### src/rtl/ysyx_24100006_pkg.sv
// ---------------------------------------------------------------------------
// ysyx_24100006_pkg
// Shared encodings for the memory-access stage:
//   - Mem_Mask load encodings (size in [1:0], unsigned flag in [2])
//   - store size encodings (Mem_Mask[1:0] only)
//   - sram_read_write bit positions
//   - MEMU FSM state enum
// ---------------------------------------------------------------------------
package ysyx_24100006_pkg;

  // Load mask encodings: bits[1:0] give the size, bit[2] selects zero-extension.
  localparam logic [2:0] MASK_LB  = 3'b000;
  localparam logic [2:0] MASK_LH  = 3'b001;
  localparam logic [2:0] MASK_LW  = 3'b010;
  localparam logic [2:0] MASK_LBU = 3'b100;
  localparam logic [2:0] MASK_LHU = 3'b101;

  // Store sizes, taken from Mem_Mask[1:0].
  localparam logic [1:0] SIZE_B = 2'b00;
  localparam logic [1:0] SIZE_H = 2'b01;
  localparam logic [1:0] SIZE_W = 2'b10;

  // sram_read_write bit positions.
  localparam int SRW_LOAD_BIT  = 0;
  localparam int SRW_STORE_BIT = 1;

  typedef enum logic [1:0] {
    ST_IDLE = 2'b00,
    ST_REQ  = 2'b01,
    ST_WAIT = 2'b10
  } memu_state_e;

endpackage

### src/rtl/ysyx_24100006_memu_if.sv
// ---------------------------------------------------------------------------
// ysyx_24100006_memu_if
// Simple request/response data bus between MEMU (master) and memory (slave).
//   dreq_valid/dreq_ready : request handshake
//   dreq_write, dreq_addr, dreq_wdata, dreq_wstrb : request fields
//   drsp_valid, drsp_rdata, drsp_err : response (no ready, master always takes it)
// ---------------------------------------------------------------------------
interface ysyx_24100006_memu_if;
  logic        dreq_valid;
  logic        dreq_ready;
  logic        dreq_write;
  logic [31:0] dreq_addr;
  logic [31:0] dreq_wdata;
  logic [3:0]  dreq_wstrb;
  logic        drsp_valid;
  logic [31:0] drsp_rdata;
  logic        drsp_err;

  modport master (
    output dreq_valid, dreq_write, dreq_addr, dreq_wdata, dreq_wstrb,
    input  dreq_ready, drsp_valid, drsp_rdata, drsp_err
  );

  modport slave (
    input  dreq_valid, dreq_write, dreq_addr, dreq_wdata, dreq_wstrb,
    output dreq_ready, drsp_valid, drsp_rdata, drsp_err
  );
endinterface

### src/rtl/ysyx_24100006_lsu_align.sv
// ---------------------------------------------------------------------------
// ysyx_24100006_lsu_align
// Purely combinational lane steering for loads and stores.
//   addr_lo    in  2 : low address bits selecting the byte/half lane
//   mask       in  3 : Mem_Mask (size + unsigned flag)
//   store_data in 32 : rs2 value
//   rdata      in 32 : raw word returned by the bus
//   wstrb      out 4 : byte strobes for a store
//   wdata      out 32: store data replicated onto every lane
//   load_data  out 32: extracted and extended load value
// Misaligned offsets are not trapped; the excess low bits are simply ignored.
// ---------------------------------------------------------------------------
module ysyx_24100006_lsu_align
  import ysyx_24100006_pkg::*;
(
  input  logic [1:0]  addr_lo,
  input  logic [2:0]  mask,
  input  logic [31:0] store_data,
  input  logic [31:0] rdata,
  output logic [3:0]  wstrb,
  output logic [31:0] wdata,
  output logic [31:0] load_data
);

  logic [7:0]  byte_s;
  logic [15:0] half_s;

  // Store side: replicate the datum so the selected strobes pick the right lane.
  always_comb begin
    wstrb = 4'b0000;
    wdata = 32'h0000_0000;
    case (mask[1:0])
      SIZE_B: begin
        wdata = {4{store_data[7:0]}};
        wstrb = 4'b0001 << addr_lo;
      end
      SIZE_H: begin
        wdata = {2{store_data[15:0]}};
        wstrb = addr_lo[1] ? 4'b1100 : 4'b0011;
      end
      SIZE_W: begin
        wdata = store_data;
        wstrb = 4'b1111;
      end
      default: begin
        // Undefined size: issue no byte enables so memory is left untouched.
        wdata = store_data;
        wstrb = 4'b0000;
      end
    endcase
  end

  // Lane selection for byte and halfword loads.
  always_comb begin
    byte_s = 8'h00;
    case (addr_lo)
      2'b00:   byte_s = rdata[7:0];
      2'b01:   byte_s = rdata[15:8];
      2'b10:   byte_s = rdata[23:16];
      2'b11:   byte_s = rdata[31:24];
      default: byte_s = 8'h00;
    endcase
    if (addr_lo[1]) begin
      half_s = rdata[31:16];
    end else begin
      half_s = rdata[15:0];
    end
  end

  // Load side: sign- or zero-extend the selected lane.
  always_comb begin
    load_data = 32'h0000_0000;
    case (mask)
      MASK_LB:  load_data = {{24{byte_s[7]}}, byte_s};
      MASK_LBU: load_data = {24'h00_0000, byte_s};
      MASK_LH:  load_data = {{16{half_s[15]}}, half_s};
      MASK_LHU: load_data = {16'h0000, half_s};
      MASK_LW:  load_data = rdata;
      default:  load_data = rdata;
    endcase
  end

endmodule

### src/rtl/ysyx_24100006_memu.sv
// ---------------------------------------------------------------------------
// ysyx_24100006_memu
// Memory-access stage between EXE_MEM and MEM_WB. Runs one load/store at a
// time on the data bus and holds results in a one-entry output register.
//   clk, reset (async, active-low)
//   mem_out_valid / mem_out_ready : upstream handshake
//   alu_result, sram_read_write, Mem_Mask, store_data : access description
//   *_i / *_o : write-back payload in / registered payload toward WBU
//   wb_valid / wb_ready : downstream handshake
//   dbus : data bus master (request/response)
//   mem_err : one-cycle pulse with wb_valid for an erroring access
//   mem_is_load, mem_fw_data : forwarding hints
// ---------------------------------------------------------------------------
module ysyx_24100006_memu
  import ysyx_24100006_pkg::*;
(
  input  logic        clk,
  input  logic        reset,
  input  logic        mem_out_valid,
  output logic        mem_out_ready,
  input  logic [31:0] alu_result,
  input  logic [1:0]  sram_read_write,
  input  logic [2:0]  Mem_Mask,
  input  logic [31:0] store_data,
  input  logic [31:0] wdata_gpr_i,
  input  logic [31:0] wdata_csr_i,
  input  logic        Gpr_Write_i,
  input  logic        Csr_Write_i,
  input  logic        irq_i,
  input  logic        is_break_i,
  input  logic [3:0]  Gpr_Write_Addr_i,
  input  logic [11:0] Csr_Write_Addr_i,
  input  logic [1:0]  Gpr_Write_RD_i,
  output logic [31:0] wdata_gpr_o,
  output logic [31:0] wdata_csr_o,
  output logic        Gpr_Write_o,
  output logic        Csr_Write_o,
  output logic        irq_o,
  output logic        is_break_o,
  output logic [3:0]  Gpr_Write_Addr_o,
  output logic [11:0] Csr_Write_Addr_o,
  output logic [1:0]  Gpr_Write_RD_o,
  output logic        wb_valid,
  input  logic        wb_ready,
  ysyx_24100006_memu_if.master dbus,
  output logic        mem_err,
  output logic        mem_is_load,
  output logic [31:0] mem_fw_data
);

  memu_state_e state_r;
  logic [1:0]  addr_lo_r;
  logic [2:0]  mask_r;
  logic        dreq_valid_r;
  logic        dreq_write_r;
  logic [31:0] dreq_addr_r;
  logic [31:0] dreq_wdata_r;
  logic [3:0]  dreq_wstrb_r;

  logic        accept_s;
  logic        is_mem_s;
  logic        idle_s;
  logic [1:0]  addr_lo_sel_s;
  logic [2:0]  mask_sel_s;
  logic [3:0]  wstrb_s;
  logic [31:0] wdata_s;
  logic [31:0] load_data_s;

  assign idle_s        = (state_r == ST_IDLE);
  assign mem_out_ready = idle_s && (!wb_valid || wb_ready);
  assign accept_s      = mem_out_valid && mem_out_ready;
  assign is_mem_s      = sram_read_write[SRW_LOAD_BIT] || sram_read_write[SRW_STORE_BIT];

  // In IDLE the aligner builds the request from live inputs; afterwards it
  // extracts the load value using the latched offset and mask.
  assign addr_lo_sel_s = idle_s ? alu_result[1:0] : addr_lo_r;
  assign mask_sel_s    = idle_s ? Mem_Mask : mask_r;

  ysyx_24100006_lsu_align u_align (
    .addr_lo    (addr_lo_sel_s),
    .mask       (mask_sel_s),
    .store_data (store_data),
    .rdata      (dbus.drsp_rdata),
    .wstrb      (wstrb_s),
    .wdata      (wdata_s),
    .load_data  (load_data_s)
  );

  assign dbus.dreq_valid = dreq_valid_r;
  assign dbus.dreq_write = dreq_write_r;
  assign dbus.dreq_addr  = dreq_addr_r;
  assign dbus.dreq_wdata = dreq_wdata_r;
  assign dbus.dreq_wstrb = dreq_wstrb_r;
  assign mem_fw_data     = wdata_gpr_o;

  // Access FSM together with the output register and all registered outputs.
  always_ff @(posedge clk or negedge reset) begin
    if (!reset) begin
      state_r          <= ST_IDLE;
      addr_lo_r        <= 2'b00;
      mask_r           <= 3'b000;
      dreq_valid_r     <= 1'b0;
      dreq_write_r     <= 1'b0;
      dreq_addr_r      <= 32'h0000_0000;
      dreq_wdata_r     <= 32'h0000_0000;
      dreq_wstrb_r     <= 4'b0000;
      wb_valid         <= 1'b0;
      mem_err          <= 1'b0;
      mem_is_load      <= 1'b0;
      wdata_gpr_o      <= 32'h0000_0000;
      wdata_csr_o      <= 32'h0000_0000;
      Gpr_Write_o      <= 1'b0;
      Csr_Write_o      <= 1'b0;
      irq_o            <= 1'b0;
      is_break_o       <= 1'b0;
      Gpr_Write_Addr_o <= 4'h0;
      Csr_Write_Addr_o <= 12'h000;
      Gpr_Write_RD_o   <= 2'b00;
    end else begin
      mem_err <= 1'b0;
      // Drain by default; a refill below in the same cycle takes priority.
      if (wb_valid && wb_ready) begin
        wb_valid <= 1'b0;
      end
      case (state_r)
        ST_IDLE: begin
          if (accept_s) begin
            // The slot is free or draining this cycle, so the payload can be
            // parked in the output register right away; loads overwrite
            // wdata_gpr_o when the response returns.
            wdata_gpr_o      <= wdata_gpr_i;
            wdata_csr_o      <= wdata_csr_i;
            Gpr_Write_o      <= Gpr_Write_i;
            Csr_Write_o      <= Csr_Write_i;
            irq_o            <= irq_i;
            is_break_o       <= is_break_i;
            Gpr_Write_Addr_o <= Gpr_Write_Addr_i;
            Csr_Write_Addr_o <= Csr_Write_Addr_i;
            Gpr_Write_RD_o   <= Gpr_Write_RD_i;
            if (is_mem_s) begin
              // Encoding 11 has the store bit set and is handled as a store.
              addr_lo_r    <= alu_result[1:0];
              mask_r       <= Mem_Mask;
              dreq_valid_r <= 1'b1;
              dreq_write_r <= sram_read_write[SRW_STORE_BIT];
              dreq_addr_r  <= {alu_result[31:2], 2'b00};
              dreq_wdata_r <= wdata_s;
              dreq_wstrb_r <= sram_read_write[SRW_STORE_BIT] ? wstrb_s : 4'b0000;
              mem_is_load  <= !sram_read_write[SRW_STORE_BIT];
              state_r      <= ST_REQ;
            end else begin
              wb_valid <= 1'b1;
            end
          end
        end
        ST_REQ: begin
          if (dbus.dreq_ready) begin
            dreq_valid_r <= 1'b0;
            state_r      <= ST_WAIT;
          end
        end
        ST_WAIT: begin
          if (dbus.drsp_valid) begin
            if (!dreq_write_r) begin
              wdata_gpr_o <= dbus.drsp_err ? 32'h0000_0000 : load_data_s;
            end
            mem_err     <= dbus.drsp_err;
            wb_valid    <= 1'b1;
            mem_is_load <= 1'b0;
            state_r     <= ST_IDLE;
          end
        end
        default: begin
          dreq_valid_r <= 1'b0;
          mem_is_load  <= 1'b0;
          state_r      <= ST_IDLE;
        end
      endcase
    end
  end

endmodule

### src/flat_wrapper.sv
// flat-port wrapper written by rule: the top's interface ports become plain ports
module ysyx_24100006_memu_flat import ysyx_24100006_pkg::*;
  (clk, reset, mem_out_valid, mem_out_ready, alu_result, sram_read_write, Mem_Mask, store_data, wdata_gpr_i, wdata_csr_i, Gpr_Write_i, Csr_Write_i, irq_i, is_break_i, Gpr_Write_Addr_i, Csr_Write_Addr_i, Gpr_Write_RD_i, wdata_gpr_o, wdata_csr_o, Gpr_Write_o, Csr_Write_o, irq_o, is_break_o, Gpr_Write_Addr_o, Csr_Write_Addr_o, Gpr_Write_RD_o, wb_valid, wb_ready, mem_err, mem_is_load, mem_fw_data, dbus_dreq_valid, dbus_dreq_write, dbus_dreq_addr, dbus_dreq_wdata, dbus_dreq_wstrb, dbus_dreq_ready, dbus_drsp_valid, dbus_drsp_rdata, dbus_drsp_err);
  ysyx_24100006_memu_if dbus_i ();
  input  logic clk;
  input  logic reset;
  input  logic mem_out_valid;
  output logic mem_out_ready;
  input  logic [31:0] alu_result;
  input  logic [1:0] sram_read_write;
  input  logic [2:0] Mem_Mask;
  input  logic [31:0] store_data;
  input  logic [31:0] wdata_gpr_i;
  input  logic [31:0] wdata_csr_i;
  input  logic Gpr_Write_i;
  input  logic Csr_Write_i;
  input  logic irq_i;
  input  logic is_break_i;
  input  logic [3:0] Gpr_Write_Addr_i;
  input  logic [11:0] Csr_Write_Addr_i;
  input  logic [1:0] Gpr_Write_RD_i;
  output logic [31:0] wdata_gpr_o;
  output logic [31:0] wdata_csr_o;
  output logic Gpr_Write_o;
  output logic Csr_Write_o;
  output logic irq_o;
  output logic is_break_o;
  output logic [3:0] Gpr_Write_Addr_o;
  output logic [11:0] Csr_Write_Addr_o;
  output logic [1:0] Gpr_Write_RD_o;
  output logic wb_valid;
  input  logic wb_ready;
  output logic mem_err;
  output logic mem_is_load;
  output logic [31:0] mem_fw_data;
  output wire logic [$bits(dbus_i.dreq_valid)-1:0] dbus_dreq_valid;
  output wire logic [$bits(dbus_i.dreq_write)-1:0] dbus_dreq_write;
  output wire logic [$bits(dbus_i.dreq_addr)-1:0] dbus_dreq_addr;
  output wire logic [$bits(dbus_i.dreq_wdata)-1:0] dbus_dreq_wdata;
  output wire logic [$bits(dbus_i.dreq_wstrb)-1:0] dbus_dreq_wstrb;
  input wire logic [$bits(dbus_i.dreq_ready)-1:0] dbus_dreq_ready;
  input wire logic [$bits(dbus_i.drsp_valid)-1:0] dbus_drsp_valid;
  input wire logic [$bits(dbus_i.drsp_rdata)-1:0] dbus_drsp_rdata;
  input wire logic [$bits(dbus_i.drsp_err)-1:0] dbus_drsp_err;
  assign dbus_dreq_valid = dbus_i.dreq_valid;
  assign dbus_dreq_write = dbus_i.dreq_write;
  assign dbus_dreq_addr = dbus_i.dreq_addr;
  assign dbus_dreq_wdata = dbus_i.dreq_wdata;
  assign dbus_dreq_wstrb = dbus_i.dreq_wstrb;
  assign dbus_i.dreq_ready = dbus_dreq_ready;
  assign dbus_i.drsp_valid = dbus_drsp_valid;
  assign dbus_i.drsp_rdata = dbus_drsp_rdata;
  assign dbus_i.drsp_err = dbus_drsp_err;
  ysyx_24100006_memu u_core (.clk(clk), .reset(reset), .mem_out_valid(mem_out_valid), .mem_out_ready(mem_out_ready), .alu_result(alu_result), .sram_read_write(sram_read_write), .Mem_Mask(Mem_Mask), .store_data(store_data), .wdata_gpr_i(wdata_gpr_i), .wdata_csr_i(wdata_csr_i), .Gpr_Write_i(Gpr_Write_i), .Csr_Write_i(Csr_Write_i), .irq_i(irq_i), .is_break_i(is_break_i), .Gpr_Write_Addr_i(Gpr_Write_Addr_i), .Csr_Write_Addr_i(Csr_Write_Addr_i), .Gpr_Write_RD_i(Gpr_Write_RD_i), .wdata_gpr_o(wdata_gpr_o), .wdata_csr_o(wdata_csr_o), .Gpr_Write_o(Gpr_Write_o), .Csr_Write_o(Csr_Write_o), .irq_o(irq_o), .is_break_o(is_break_o), .Gpr_Write_Addr_o(Gpr_Write_Addr_o), .Csr_Write_Addr_o(Csr_Write_Addr_o), .Gpr_Write_RD_o(Gpr_Write_RD_o), .wb_valid(wb_valid), .wb_ready(wb_ready), .dbus(dbus_i), .mem_err(mem_err), .mem_is_load(mem_is_load), .mem_fw_data(mem_fw_data));
endmodule
### config.mk
export PLATFORM = sky130hd
export DESIGN_NAME = ysyx_24100006_memu_flat
export DESIGN_NICKNAME = d
export VERILOG_FILES = /design/src/rtl/ysyx_24100006_pkg.sv /design/src/rtl/ysyx_24100006_memu_if.sv /design/src/rtl/ysyx_24100006_lsu_align.sv /design/src/rtl/ysyx_24100006_memu.sv /design/src/flat_wrapper.sv
export SDC_FILE = /design/constraint.sdc
export NUM_CORES = 1
export LEC_CHECK = 0
export ABC_AREA = 1
export CORE_AREA = 2 2 149 151
export CTS_CLUSTER_SIZE = 40
export DETAILED_ROUTE_END_ITERATION = 10
export DIE_AREA = 0 0 151 153
export GPL_TIMING_DRIVEN = 0
export HOLD_SLACK_MARGIN = 0.08
export PLACE_DENSITY = 0.73
export SYNTH_ARGS = -nofsm -noshare
export SYNTH_HDL_FRONTEND = slang
export SYNTH_SLANG_ARGS = --single-unit
### constraint.sdc
create_clock -name clk -period 2.2 [get_ports clk]
set_clock_uncertainty 0.1 [all_clocks]
set_input_delay 0.66 -clock clk [delete_from_list [all_inputs] [get_ports clk]]
set_output_delay 0.66 -clock clk [all_outputs]
set_load 0.1 [all_outputs]
==> results of run 1 <==
==> logic make-up (layout without fill, tap and decap cells) <==
| logic type | after synthesis | in the layout | synth area share |
|---|---|---|---|
| buf+inv | 132 | 561 | 0.0886 |
| mux | 54 | 54 | 0.0787 |
| flops | 164 | 164 | 0.531 |
| other cells | 1 | 3 | 0.000485 |
| simple gates | 362 | 362 | 0.190 |
| compound gates | 160 | 160 | 0.112 |
==> placed cells by master (no fill, tap or decap), types with 21 or more instances in the layout <==
master,synthesis,layout
mux2_2,54,49
buf_2,13,46
buf_4,40,49
nand2_1,255,247
nand3_1,22,21
a21oi_1,80,79
clkdlybuf4s15_2,0,140
nor2_1,70,69
dfrtp_1,164,161
clkdlybuf4s50_1,0,191
o21ai_0,49,48
inv_1,52,49
==> metal layers <==
layer / wire length (microns) / track usage
met4: 597 / 0.0712
met3: 2810 / 0.0761
met5: 0 / 0
met1: 10700 / 0.285
met2: 13900 / 0.408
==> flip-flops by register name (all words and copies together), names as in the netlist, 2 cells and up <==
register	count
u_core.dbus.dreq_addr	30
u_core.dbus.dreq_wstrb	4
u_core.dbus.dreq_wdata	32
u_core.Gpr_Write_Addr_o	4
u_core.Gpr_Write_RD_o	2
u_core.state_r	2
u_core.mem_fw_data	32
u_core.mask_r	3
u_core.addr_lo_r	2
u_core.wdata_csr_o	32
u_core.Csr_Write_Addr_o	12
==> final cells by class <==
| type | instances | area share |
|---|---|---|
| tap | 280 | 0.0272 |
| antenna | 1 | 0.000194 |
| buffer | 75 | 0.0437 |
| sequential | 164 | 0.319 |
| multi-input combinational | 578 | 0.238 |
| clock buffer | 18 | 0.0334 |
| clock inverter | 14 | 0.0125 |
| timing repair buffer | 398 | 0.308 |
| inverter | 56 | 0.0176 |
==> synth_stat cells <==
cell	number
a21oi_1	80
a31oi_1	15
buf_2	13
buf_4	40
buf_6	3
clkbuf_1	20
conb_1	1
dfrtp_1	164
inv_1	52
inv_2	4
mux2_2	54
nand2_1	255
nand2_2	3
nand2_4	1
nand3_1	22
nand3_2	1
nand3_4	2
nor2_1	70
nor2_2	5
nor2_4	2
o211ai_1	1
o21ai_0	49
o21ai_1	3
o21ai_2	2
o21ai_4	2
o21bai_1	1
o22ai_1	7
or2_2	1
==> stage by stage <==
stage | std cells | hold slack [ps] | setup WS [ps]
finish | 1584 | 76.5 | -65.9
global route | 1584 | 121 | -143
CTS | 1572 | 103 | -176
detailed placement | 1538 | 359 | -1260
global placement | 1537 | 353 | -7810
floorplan | 874 | 264 | -140
==> how the worst min path moves through the flow <==
stage                         startpoint                          to  slack (ps)
3_3_place_gp   u_core.dbus.dreq_addr[21]   u_core.dbus.dreq_addr[21]         350
4_1_cts                            reset      u_core.mem_fw_data[20]         100
6_report                           reset      u_core.mem_fw_data[20]          80
2_1_floorplan                      reset  u_core.Csr_Write_Addr_o[0]         260
5_1_grt                            reset      u_core.mem_fw_data[20]         120
3_5_place_dp   u_core.dbus.dreq_addr[24]   u_core.dbus.dreq_addr[24]         360
==> what timing repair did <==
action	in CTS	in global routing
hold buffers	0	0
pin swaps	1	9
resized for setup	661	52
gates cloned	0	1
endpoints found under the setup margin	293	73
setup buffers	2	11
==> results_dict.tcl, run 1 <==
set metrics [dict create \
    critPathKind "reg -> out" \
    drv_slew 0 \
    postRouteAntennaNets 0 \
    die-area_sq_um 23100 \
    cp.depth 5 \
    drt-wirelength-per-cell_microns 17.7 \
    critical_path.top_delay_family "flip-flops" \
    cp_num_buf_inv 3 \
    core-area_sq_um 21500 \
    routabilityCongestion 0.913 \
    h-tree-depth 4 \
    setup.worst_path.end_class "output port" \
    synth.avg_cell_area_sq_um 8.85 \
    die_x_microns 151 \
    grt_max_degree 93 \
    clk_path_buf_depth 2 \
    setup_ws_ps -65.9 \
    crit_path_max_incr_delay_ps 450 \
    synthCells 873 \
    firstDrtPassIters 5 \
    yosysSeqAreaShare 0.531 \
    drive_gt1_frac 0.306 \
    final_util 0.599 \
    die_h_microns 153 \
    cp_slowest_cell "dfrtp_2" \
    cts.clk_slew.worst_paths_ps 70 \
    max-slew-margin-rel 0.575 \
    placed_area_sq_um 12100 \
    r2r_slack_ps 80 \
    yosys.area.top_type "dfrtp_1" \
    first_iter_violations 362 \
    ys_warn_count 0 \
    endpoint "mem_out_ready" \
    wl_mm 28.0 \
    start_util 0.360 \
    arrival_ps 1510 \
    finalSetupTns_ps -65.9 \
    grt_overflow 0 \
    min_path_type "in -> async" \
    rsz0062_at_grt "yes" \
    reg2reg_to "u_core.mem_fw_data[5]" \
    r2r_start "u_core.state_r[0]" \
    avgViaCountPerCell 4.85 \
    start_kind "register" \
    status "complete, but fails checks" \
    synth_top_area_frac 0.531 \
    seqCellArea_sq_um 4110 \
    synth_cell_types 28 \
    multiInputGateArea_sq_um 3060 \
    period_share 1.03 \
    ioPinCount 386 \
    clock_latency_ps 410 \
    fillers 1921 \
    required_ps 1440 \
    cts_tree "yes" \
    grt_pass1_vias 7720 \
    crit_fanout 5 \
    synthTopCellsByArea "dfrtp_1 (53%), nand2_1 (12%), mux2_2 (7.9%)" \
    numCtsBuffers 17 \
    reg2reg_depth 11 \
    hold_violations 0 \
    max_slew.worst_pin.slew_ps 637 \
    path_cells "nor2_4, buf_6, nand2_4, clkinvlp_4, buf_12" \
    nets 1484 \
    gr-usage-all-layers 0.238 \
    stdcell_area_sq_um 12900 \
    max_freq_ghz 0.441 \
    violations "setup timing" \
    vias 7690 \
    io_buffers 383 \
    fin_crit_ps 2270 \
    dp_hpwl_mm 21.2 \
    grt_pass1_wl_mm 42.3 \
    startpoint "u_core.state_r[0]" \
    drc 0 \
    setup_viol_count_final 1 \
    antenna_found_initial 1 \
    area_delta_synth_final_pct 66.5 \
    std_cell_rows 54 \
    root_buffer "clkbuf_16" \
    cap_violations 0 \
    synth-seq-cells 164 \
    cts.sinks 164 \
    netlist_area_sq_um 7730 \
]
Power of run 1 is not shown: default switching activity piles up to over one toggle a cycle in this logic, so the estimate is an artifact.
==> run 2: changes to the inputs <==
--- a/config.mk
+++ b/config.mk
@@ -10,9 +10,11 @@
 export CTS_CLUSTER_SIZE = 40
 export DETAILED_ROUTE_END_ITERATION = 10
 export DIE_AREA = 0 0 151 153
-export GPL_TIMING_DRIVEN = 0
+export GPL_TIMING_DRIVEN = 1
 export HOLD_SLACK_MARGIN = 0.08
+export MAX_ROUTING_LAYER = met4
 export PLACE_DENSITY = 0.73
+export SKIP_LAST_GASP = 1
 export SYNTH_ARGS = -nofsm -noshare
 export SYNTH_HDL_FRONTEND = slang
 export SYNTH_SLANG_ARGS = --single-unit
==> run 2 against run 1 <==
Net effect:
- the flow now finishes without violations
- first-iteration DRC count up 4.4%
- cell count decreased by 0.95%
- utilization rose by 9.2 points
- final area increased by 15%
- non-clock buffer count down 17
- largest cell class unchanged
- fmax increased by 5.4%
- sequential cell count stayed put
- critical path depth is the same
- via count shrank 2.1%
- sequential share of layout area is 4.3 points lower
- clock-buffer cell count up 1
==> results_dict.tcl, run 2 (synthesized netlist as in run 1, its figures left out) <==
set metrics [dict create \
    status "finished clean" \
    drive_gt1_frac 0.311 \
    die_h_microns 153 \
    min_path_type "reg -> reg" \
    max_freq_ghz 0.465 \
    most-common-layout-cells "nand2_1 (241), buf_12 (205), clkdlybuf4s50_1 (191)" \
    cap_violations 0 \
    first_iter_violations 378 \
    nets 1468 \
    cp_num_buf_inv 3 \
    postRouteAntennaNets 0 \
    area_delta_synth_final_pct 92.1 \
    rsz0062_at_grt "yes" \
    vias 7531 \
    ioPinCount 386 \
    multiInputGateArea_sq_um 3070 \
    numCtsBuffers 17 \
    setup_viol_count_final 0 \
    grt_overflow 0 \
    h-tree-depth 4 \
    reg2reg_to "u_core.mem_fw_data[31]" \
    path_cells "nor2_4, buf_12, nand2_4, clkinvlp_4, buf_12" \
    core-area_sq_um 21500 \
    grt_pass1_wl_mm 42.6 \
    final_util 0.691 \
    setup.worst_path.end_class "output port" \
    holdWs_ps 373 \
    firstDrtPassIters 5 \
    cts.sinks 164 \
    gr-usage-all-layers 0.249 \
    stdcell_count 1569 \
    io_buffers 383 \
    fillers 1612 \
    start_util 0.360 \
    min_to "u_core.addr_lo_r[1]" \
    period_share 0.977 \
    clk_path_buf_depth 2 \
    dp_hpwl_mm 21.6 \
    critical_path.top_delay_family "flip-flops" \
    arrival_ps 1390 \
    routabilityCongestion 0.882 \
    cts.clk_slew.worst_paths_ps 70 \
    antenna_found_initial 2 \
    grt_max_degree 49 \
    avgViaCountPerCell 4.80 \
    die_x_microns 151 \
    fin_crit_ps 2150 \
    std_cell_rows 54 \
    required_ps 1440 \
    root_buffer "clkbuf_16" \
    finalSetupTns_ps 0 \
    crit_path_max_incr_delay_ps 420 \
    wl_mm 28.0 \
    hold_depth 2 \
    max-slew-margin-rel 0.659 \
    critPathKind "reg -> out" \
    max_slew.worst_pin.slew_ps 509 \
    layout_commonest_cell "nand2_1" \
    r2r_slack_ps 80 \
    r2r_start "u_core.state_r[0]" \
    drv_slew 0 \
    start_kind "register" \
    drt-wirelength-per-cell_microns 17.9 \
    hp-start "u_core.addr_lo_r[1]" \
    cts_tree "yes" \
    hold_violations 0 \
    drc 0 \
    cp_slowest_cell "dfrtp_2" \
    seqCellArea_sq_um 4110 \
    place_inst 1521 \
    clock_latency_ps 420 \
    grt_pass1_vias 7718 \
    cp_common_cell "buf_12" \
    reg2reg_depth 13 \
    crit_fanout 3 \
    die-area_sq_um 23100 \
]
## run 2: cell types whose count changed in the layout (fill, tap and decap cells not counted), moves of 3 or more
cell | previous run | this run
clkdlybuf4s18_2 | 6 | 0
nand2_2 | 6 | 12
buf_6 | 14 | 4
clkbuf_2 | 10 | 0
clkbuf_4 | 3 | 0
nand2_1 | 247 | 241
clkbuf_1 | 8 | 2
buf_12 | 3 | 205
buf_2 | 46 | 0
buf_4 | 49 | 54
clkdlybuf4s15_2 | 140 | 1
nor2_4 | 8 | 4
nor2_2 | 0 | 5
## run 2: area by class of cell
| cell class | instances | share of cell area |
|---|---|---|
| timing repair buffer | 456 | 0.437 |
| sequential | 164 | 0.277 |
| multi-input combinational | 579 | 0.206 |
| clock buffer | 19 | 0.0292 |
| tap | 280 | 0.0236 |
| inverter | 56 | 0.0155 |
| clock inverter | 13 | 0.0112 |
| antenna | 2 | 0.000337 |
## run 2: worst max-delay path by stage
stage                      start                     endpoint  cells after the start
2_1_floorplan           wb_ready  u_core.Csr_Write_Addr_o[11]                      8
3_3_place_gp            wb_ready   u_core.dbus.dreq_wdata[20]                     10
3_5_place_dp            wb_ready   u_core.dbus.dreq_wdata[21]                     10
4_1_cts        u_core.state_r[0]        u_core.mem_fw_data[7]                     11
5_1_grt        u_core.state_r[1]                mem_out_ready                      5
6_report       u_core.state_r[1]                mem_out_ready                      5
## run 2: worst min-delay path: cells and delay by family, from the launching register on
kind | cells | cell delay, ps
flops | 1 | 350
simple gates | 2 | 90
## run 2: metal layers
metal	vias up	wire [microns]	track usage
li1	3592	-	-
met1	3574	10300	0.288
met4	0	531	0.0739
met5	-	0	-
met3	35	2750	0.0785
met2	330	14400	0.413
## run 2: stage by stage
stage	area (sq um)	worst slack (ps)
floorplan	7860	-140
detailed placement	14000	-437
global route	14800	-5.52
finish	14800	49.9
CTS	14700	-10.1
global placement	14000	-329
## run 2: what timing repair did
| action | 4_1_cts | 5_1_grt |
|---|---|---|
| endpoints found under the hold margin | 31 | 0 |
| resized for setup | 6 | 24 |
| setup buffers | 5 | 7 |
| hold buffers | 1 | 0 |
| pin swaps | 1 | 9 |
| gates cloned | 0 | 1 |
| setup endpoints to repair | 1 | 42 |
Power of run 2 is left out for the same reason.
